==> config.mk <==
export PLATFORM = sky130hd
export DESIGN_NAME = wall_follower
export DESIGN_NICKNAME = d
export VERILOG_FILES = /design/src/rtl/robo_pkg.sv /design/src/rtl/sensor_filter.sv /design/src/rtl/wall_follower.sv
export SDC_FILE = /design/constraint.sdc
export NUM_CORES = 1
export LEC_CHECK = 0
export BUFFER_PORTS_ARGS = -buffer_cell sky130_fd_sc_hd__clkbuf_2
export CAP_MARGIN = 10
export CORE_MARGIN = 2
export CORE_UTILIZATION = 45
export CTS_CLUSTER_SIZE = 20
export DETAILED_ROUTE_END_ITERATION = 8
export PLACE_DENSITY = 0.65
export SETUP_SLACK_MARGIN = 0.5
export SKIP_LAST_GASP = 1
export SLEW_MARGIN = 5
export SYNTH_ARGS = -nofsm -noshare
export SYNTH_HDL_FRONTEND = slang
export SYNTH_SLANG_ARGS = --single-unit
==> constraint.sdc <==
create_clock -name clk -period 2.3 [get_ports clk]
set_input_delay 0.345 -clock clk [delete_from_list [all_inputs] [get_ports clk]]
set_output_delay 0.345 -clock clk [all_outputs]
set_load 0.03 [all_outputs]
==> src/rtl/robo_pkg.sv <==
// robo_pkg: shared definitions for the wall-following robot controller.
//   - Default values for the FILT_LEN, ROT_CYCLES and MAX_ROTS parameters.
//   - The 3-bit FSM state encoding (values 5-7 are unused).
//   - drive_t and decode_drive(): the Moore output decode used by the top level.
package robo_pkg;

  localparam int unsigned FILT_LEN_DEF   = 3;
  localparam int unsigned ROT_CYCLES_DEF = 4;
  localparam int unsigned MAX_ROTS_DEF   = 4;

  localparam int unsigned STATE_W = 3;

  localparam logic [2:0] ST_SEARCH  = 3'd0;
  localparam logic [2:0] ST_FOLLOW  = 3'd1;
  localparam logic [2:0] ST_ROTATE  = 3'd2;
  localparam logic [2:0] ST_REROUTE = 3'd3;
  localparam logic [2:0] ST_STUCK   = 3'd4;

  typedef struct packed {
    logic front;
    logic rotate;
    logic stuck;
  } drive_t;

  // Unused encodings drive nothing; they last a single cycle before SEARCH.
  function automatic drive_t decode_drive(input logic [2:0] st);
    drive_t d;
    d = '0;
    case (st)
      ST_SEARCH,
      ST_FOLLOW:  d.front  = 1'b1;
      ST_ROTATE,
      ST_REROUTE: d.rotate = 1'b1;
      ST_STUCK:   d.stuck  = 1'b1;
      default:    d = '0;
    endcase
    return d;
  endfunction

endpackage

==> src/rtl/sensor_filter.sv <==
// sensor_filter: debounce filter for one raw sensor bit.
// The filtered output changes only after FILT_LEN consecutive raw samples that
// differ from it; any sample equal to the current filtered value restarts the run.
// Ports:
//   clk   in  clock, rising edge
//   reset in  synchronous active-high reset (filt -> 0, run count -> 0)
//   raw   in  raw sensor sample
//   filt  out filtered sensor value (registered)
module sensor_filter
  import robo_pkg::*;
#(
  parameter int unsigned FILT_LEN = FILT_LEN_DEF
) (
  input  logic clk,
  input  logic reset,
  input  logic raw,
  output logic filt
);

  localparam int unsigned CNT_W = $clog2(FILT_LEN + 1);
  localparam logic [CNT_W-1:0] CNT_LAST = CNT_W'(FILT_LEN - 1);

  logic [CNT_W-1:0] r_cnt;
  logic             r_filt;
  logic [CNT_W-1:0] w_cnt_next;
  logic             w_filt_next;

  always_comb begin
    w_cnt_next  = '0;
    w_filt_next = r_filt;
    if (raw != r_filt) begin
      // This sample completes the run: adopt it and start counting afresh.
      if (r_cnt == CNT_LAST) begin
        w_filt_next = raw;
      end else begin
        w_cnt_next = r_cnt + CNT_W'(1);
      end
    end
  end

  always_ff @(posedge clk) begin
    if (reset) begin
      r_cnt  <= '0;
      r_filt <= 1'b0;
    end else begin
      r_cnt  <= w_cnt_next;
      r_filt <= w_filt_next;
    end
  end

  assign filt = r_filt;

endmodule

==> src/rtl/wall_follower.sv <==
// wall_follower: left-wall-following robot controller.
// Both sensors are debounced by sensor_filter; the FSM sees only filtered values.
// ROTATE turns in steps of ROT_CYCLES cycles, checking the sensors at each step
// end; after MAX_ROTS fruitless steps it halts in STUCK until reset.
// REROUTE turns for exactly ROT_CYCLES cycles and then resumes SEARCH.
// Ports:
//   clk    in  clock, rising edge
//   reset  in  synchronous active-high reset, overrides every transition
//   head   in  raw obstacle-ahead sensor
//   left   in  raw wall-on-left sensor
//   front  out drive forward        (SEARCH, FOLLOW)
//   rotate out rotate in place      (ROTATE, REROUTE)
//   stuck  out halted, no wall found (STUCK)
//   state  out current state encoding for debug
module wall_follower
  import robo_pkg::*;
#(
  parameter int unsigned FILT_LEN   = FILT_LEN_DEF,
  parameter int unsigned ROT_CYCLES = ROT_CYCLES_DEF,
  parameter int unsigned MAX_ROTS   = MAX_ROTS_DEF
) (
  input  logic       clk,
  input  logic       reset,
  input  logic       head,
  input  logic       left,
  output logic       front,
  output logic       rotate,
  output logic       stuck,
  output logic [2:0] state
);

  localparam int unsigned STEP_W = $clog2(ROT_CYCLES + 1);
  localparam int unsigned ROT_W  = $clog2(MAX_ROTS + 1);
  localparam logic [STEP_W-1:0] STEP_LAST = STEP_W'(ROT_CYCLES - 1);
  // rot_cnt + 1 == MAX_ROTS, expressed without widening the counter.
  localparam logic [ROT_W-1:0]  ROT_LAST  = ROT_W'(MAX_ROTS - 1);

  logic       w_h;
  logic       w_l;
  logic [1:0] w_hl;

  logic [2:0]        r_state;
  logic [STEP_W-1:0] r_step;
  logic [ROT_W-1:0]  r_rot;
  logic [2:0]        w_state_next;
  logic [STEP_W-1:0] w_step_next;
  logic [ROT_W-1:0]  w_rot_next;
  drive_t            w_drive;

  sensor_filter #(
    .FILT_LEN (FILT_LEN)
  ) u_head_filter (
    .clk   (clk),
    .reset (reset),
    .raw   (head),
    .filt  (w_h)
  );

  sensor_filter #(
    .FILT_LEN (FILT_LEN)
  ) u_left_filter (
    .clk   (clk),
    .reset (reset),
    .raw   (left),
    .filt  (w_l)
  );

  assign w_hl = {w_h, w_l};

  // Counters default to zero, so every entry into ROTATE or REROUTE starts clean.
  always_comb begin
    w_state_next = r_state;
    w_step_next  = '0;
    w_rot_next   = '0;
    case (r_state)
      ST_SEARCH: begin
        if (w_hl == 2'b01) begin
          w_state_next = ST_FOLLOW;
        end else if (w_h) begin
          w_state_next = ST_ROTATE;
        end
      end
      ST_FOLLOW: begin
        case (w_hl)
          2'b01:   w_state_next = ST_FOLLOW;
          2'b11:   w_state_next = ST_ROTATE;
          default: w_state_next = ST_REROUTE;
        endcase
      end
      ST_ROTATE: begin
        if (r_step == STEP_LAST) begin
          if (w_hl == 2'b01) begin
            w_state_next = ST_FOLLOW;
          end else if (r_rot == ROT_LAST) begin
            w_state_next = ST_STUCK;
          end else begin
            w_rot_next = r_rot + ROT_W'(1);
          end
        end else begin
          // Sensors are ignored mid-step.
          w_step_next = r_step + STEP_W'(1);
          w_rot_next  = r_rot;
        end
      end
      ST_REROUTE: begin
        if (r_step == STEP_LAST) begin
          w_state_next = ST_SEARCH;
        end else begin
          w_step_next = r_step + STEP_W'(1);
        end
      end
      ST_STUCK: begin
        w_state_next = ST_STUCK;
      end
      default: begin
        w_state_next = ST_SEARCH;
      end
    endcase
  end

  always_ff @(posedge clk) begin
    if (reset) begin
      r_state <= ST_SEARCH;
      r_step  <= '0;
      r_rot   <= '0;
    end else begin
      r_state <= w_state_next;
      r_step  <= w_step_next;
      r_rot   <= w_rot_next;
    end
  end

  assign w_drive = decode_drive(r_state);
  assign front   = w_drive.front;
  assign rotate  = w_drive.rotate;
  assign stuck   = w_drive.stuck;
  assign state   = r_state;

endmodule

### Yosys cells after proc, flatten, opt, wreduce, memory -nomap -nowiden

Index checks and enable logic that the tools add are counted.

| word-level totals | value |
|---|---|
| flip-flop bits (word level) | 15 |
| input bits | 4 |
| output and inout port bits | 6 |
| word-level logic and storage cells | 54 |

| operators by class | value |
|---|---|
| add/subtract/negate cells | 4 |
| eq/ne operators | 16 |
| multiplexer cells | 13 |
| bitwise operators | 4 |
| reduce and logical (&&, ||, !) cells | 10 |

Operator list:

| cell | number |
|---|---|
| 3-bit 2-to-1 mux | 8 |
| 3-bit one-hot mux with 5 select lines | 1 |
| 3-bit by 2-bit equality test with 1-bit output, second input constant | 4 |
| 3-bit OR reduction | 3 |
| 3-bit by 1-bit adder with 3-bit output, second input constant | 2 |
| 2-bit equality test, second input constant | 3 |
| 2-bit OR reduction | 3 |
| 2-bit by 1-bit adder with 2-bit output, second input constant | 2 |
| 2-bit inequality test, second input constant | 2 |
| 1-bit NOT | 4 |
| 2-bit one-hot mux with 2 select lines | 1 |
| 2-bit AND reduction | 2 |
| 4-bit AND reduction | 1 |
| 3-bit by 1-bit equality test with 1-bit output, second input constant | 1 |
| 3-bit equality test, second input constant | 1 |
| 3-bit logical NOT | 1 |
| 1-bit 2-to-1 mux | 3 |
| 3-bit by 2-bit inequality test with 1-bit output, second input constant | 1 |
| 3-bit inequality test, second input constant | 1 |
| 2-bit by 1-bit equality test with 1-bit output, second input constant | 1 |
| 1-bit inequality test | 2 |

### Logic depth before layout (Yosys ltp)

| logic depth | value |
|---|---|
| word-level depth | 5 |
| mapped depth | 5 |
| mapped depth without buffers | 5 |

### Modules after synthesis

Synthesis repeated with hierarchy kept, for this count alone.

| second synthesis, totals | value |
|---|---|
| cells, all modules | 70 |
| area, all modules | 680.7 µm² |

Modules (own cells, without submodules):

| module | times used | cells each | area each (µm²) | sequential area each (µm²) |
|---|---|---|---|---|
| wall_follower | 1 | 50 | 457.9 | 180.2 |
| sensor_filter | 2 | 10 | 111.4 | 60.1 |

### Worst setup path before layout

Ideal clock, no wire load.

| timing | value |
|---|---|
| path kind | register to output |
| from | reg r_state[1], in the netlist state[1] |
| to | out rotate |
| arrival | 1.097 ns |
| required time | 1.955 ns |
| setup slack | 0.858 ns |
| cell stages (with the launch flop) | 3 |
| path buffers | 0 |
| path through | dfxtp_1 inv_1 nor2_1 |

| between the ends | value |
|---|---|
| longest elaborated chain between the ends | 3 |
| elaborated cells on any way between the ends | 4 |
| classes of those cells | eq/ne (2); mux (1); reduce/logical (1) |

RTL lines:

| element | RTL line | RTL |
|---|---|---|
| start: declaration | wall_follower.sv:42 | `logic [2:0] r_state;` |
| start signal: assignment | wall_follower.sv:127 | `r_state <= w_state_next;` |
| 3-bit by 2-bit equality test with 1-bit output | robo_pkg.sv:29 | `case (st)` |
| 2-bit OR reduction (no line) (*) | -- |  |
| 1-bit 2-to-1 mux (*) | robo_pkg.sv:29 |  |
| end: declaration | wall_follower.sv:27 | `output logic rotate,` |

Mark *: on every way between the ends. The rest lies on a longest branch, timed or not.

### Worst setup path in the final report

Ends and elaborated chain as after synthesis.

==> summary.md <==
| Metric | Value |
|---|---|
| Die Wd | 42.6 µm |
| GR Overflow Total | 0 |
| Top FF cell, synth | dfxtp_1 |
| #FFs+latches synth | 15 |
| Synth area leaders | dfxtp_1 45%, ha_1 9.3%, nor2_1 7.3%, nor2b_1 3.7%, inv_1 3.4% |
| GPL Wtd Cong | 0.731 |
| Clock transition at path regs | 90 ps |
| GRT busiest layer | met2 |
| Count leader, synth | dfxtp_1 |
| CP endpoint kind | output pin |
| Yosys top cell by area | dfxtp_1 |
| Max Cap Viol | 0 |
| Mapped Cells | 72 |
| Worst setup slack after layout | 807 ps |
| Initial DRC Count | 9 |
| Final slew viol count | 0 |
| Seq/Total Area, Yosys | 0.448 |
| Clk_skew | 3.91 ps |
| GRT Resource Usage Total | 0.141 |
| Worst slew margin | 0.787 |
| Number of global-route vias before repair | 455 |
| Crit Path Max Fanout | 9 |
| Fraction of final layout cells sized beyond drive strength 1 | 0.188 |
| Hold buffers post-CTS | 0 |
| Post-synthesis async set-or-reset flop share | 0 |
| WP data arrival | 1150 ps |
| Synth warn | 0 |
| Clk_lat worst skew | 280 ps |
| Synth cell count leaders | 15 x dfxtp_1, 13 x nor2_1, 6 x inv_1, 5 x ha_1, 4 x nor2b_1 |
| Number of remaining DRC errors | 0 |
| Routed WL per cell | 10.7 µm |
| Number of port buffers | 9 |
| Die Area | 0.00182 mm² |
| Mean Syn Cell Area | 9.31 µm² |
| Tcrit/Tclk final | 0.649 |
| Synthesized net count | 81 |
| Register area | 300 µm² |
| Post-Route WL | 1070 µm |
| # nets final | 95 |
| Via count | 506 |
| Fill count | 130 |
| Slew of the pin with the lowest slew margin | 319 ps |
| Hold crit path type | input pin to flip-flop |
| Multi-input logic area | 348 µm² |
| TNS Setup | 0 ps |
| Cell Rows | 13 |
| CTS max path bufs | 2 |
| GRT met1 Usage | 0.173 |
| Post-Syn Area | 671 µm² |
| Sink Count | 15 |
| Final Hold Vio Count | 0 |
| Post-CTS setup buffer count | 0 |
| First-pass GRT wire length | 1900 µm |
| Maximum clock frequency | 670 MHz |
| Final setup vio count | 0 |
| Power Dens Cells | 668 mW/mm² |
| Core area | 0.00135 mm² |
| PostCTS Resize Cnt | 0 |
| Vias per inst | 5.06 |
| GR Util met3 | 0.0776 |
| DR pass1 iterations | 4 |
| CTS buffer count | 3 |
| Post-synth top area share | 0.448 |
| Initial antenna violation count | 0 |
| Layout area overhead | 13.4% |
| Detailed placement HPWL | 820 µm |
| Pin count of the biggest net entering global routing | 10 |
| Kind of critical path | flip-flop to output pin |
| DIE HEIGHT | 42.6 µm |
| Worst VDD drop | 0.000520 V |
| CP required | 1960 ps |
| Antenna violation net count after detailed routing | 0 |
| Post-synth EDFFs | 0 |
| Final min period | 1490 ps |
| Io pins | 10 |
| Setup slack at placement | 988 ps |
| Met2 Use GR | 0.212 |
| Post-synthesis cell type count | 24 |
| H-tree depth | 1 |
| Initial core utilization | 0.497 |
| # diodes | 0 |
| Critical path startpoint category | flip-flop |
| RSZ-0062 raised after global routing | false |
| Leakage power total | 0.353 nW |
| Clock root cell | clkbuf_4 |
| Outcome | complete, no violations |
| CTS tree | yes |
[cells by family after synthesis]
group	synth area share
AOI/OAI and AO/OA	0.0989
xor gates and xnor gates	0.0261
adders and majority gates	0.0933
buffers and inverters	0.0336
DFF	0.448
muxes	0.0299
and+or+nand+nor	0.271
[state kept, by name, indices dropped and copies added, names as in the netlist]
| name | count |
|---|---|
| r_rot | 3 |
| r_step | 3 |
| state | 3 |
| u_head_filter.filt | 1 |
| u_head_filter.r_cnt | 2 |
| u_left_filter.filt | 1 |
| u_left_filter.r_cnt | 2 |
[final cells by class]
type,count,share of cell area
Multi-Input combinational cell,51,0.457
Tap cell,15,0.0247
Timing Repair Buffer,9,0.0592
Inverter,6,0.0296
Clock buffer,4,0.0345
Sequential cell,15,0.395
[stage by stage]
step	std cells	power (W)	utilization	hold slack (ps)	instance area (µm²)
after global placement	96	0.000366	0.544	399	734
after global routing	100	0.000538	0.563	302	761
after detailed placement	96	0.000368	0.544	405	734
after CTS	100	0.000518	0.563	298	761
final	100	0.000508	0.563	305	761
after floorplan	72	0.000346	-	391	671
[final timing paths]
path         slack, ps                    from                endpoint  cells after the start
max                810                state[1]                  rotate                      3
min                310                   reset                state[2]                      2
max reg2reg        970               r_step[0]                state[1]                      5
min reg2reg        410  u_head_filter.r_cnt[0]  u_head_filter.r_cnt[0]                      1
[report_power, final]
group          switching, W  total (W)  leakage, nW  internal, W
Sequential        0.0000112   0.000282        0.122     0.000270
Combinational     0.0000486  0.0000790        0.216    0.0000304
Clock             0.0000802   0.000147       0.0150    0.0000673
Total              0.000140   0.000508        0.353     0.000368
[cell usage in the layout, fill, tap and decap left out]
cell and instances:
dfxtp_1 15, nor2_1 13, clkbuf_2 9, inv_1 6, ha_1 5, nor2b_1 4
nand2_1 3, clkbuf_4 3, nor3_1 2, o21a_1 2, xnor2_1 2, or3_1 2
o21ai_0 2, a21oi_1 2, and3_1 2, mux2i_1 2, nor2b_2 1, o21ba_1 1
o211ai_1 1, nor3b_1 1, and2b_4 1, nor3b_2 1, and2b_1 1, nor4b_2 1
o21ai_1 1, o2111ai_1 1, clkbuf_1 1
[metal layers]
metal,up-vias,wire length (µm)
met5,-,0
met4,0,9
met3,2,61
met2,10,445
met1,222,549
li1,272,-
[worst max-delay path, stage by stage (launching register included)]
cell and delay (ps):
dfxtp_1 470, inv_1 90, nor2_1 100, clkbuf_2 210
No activity file was read; power rests on OpenSTA's default activity.
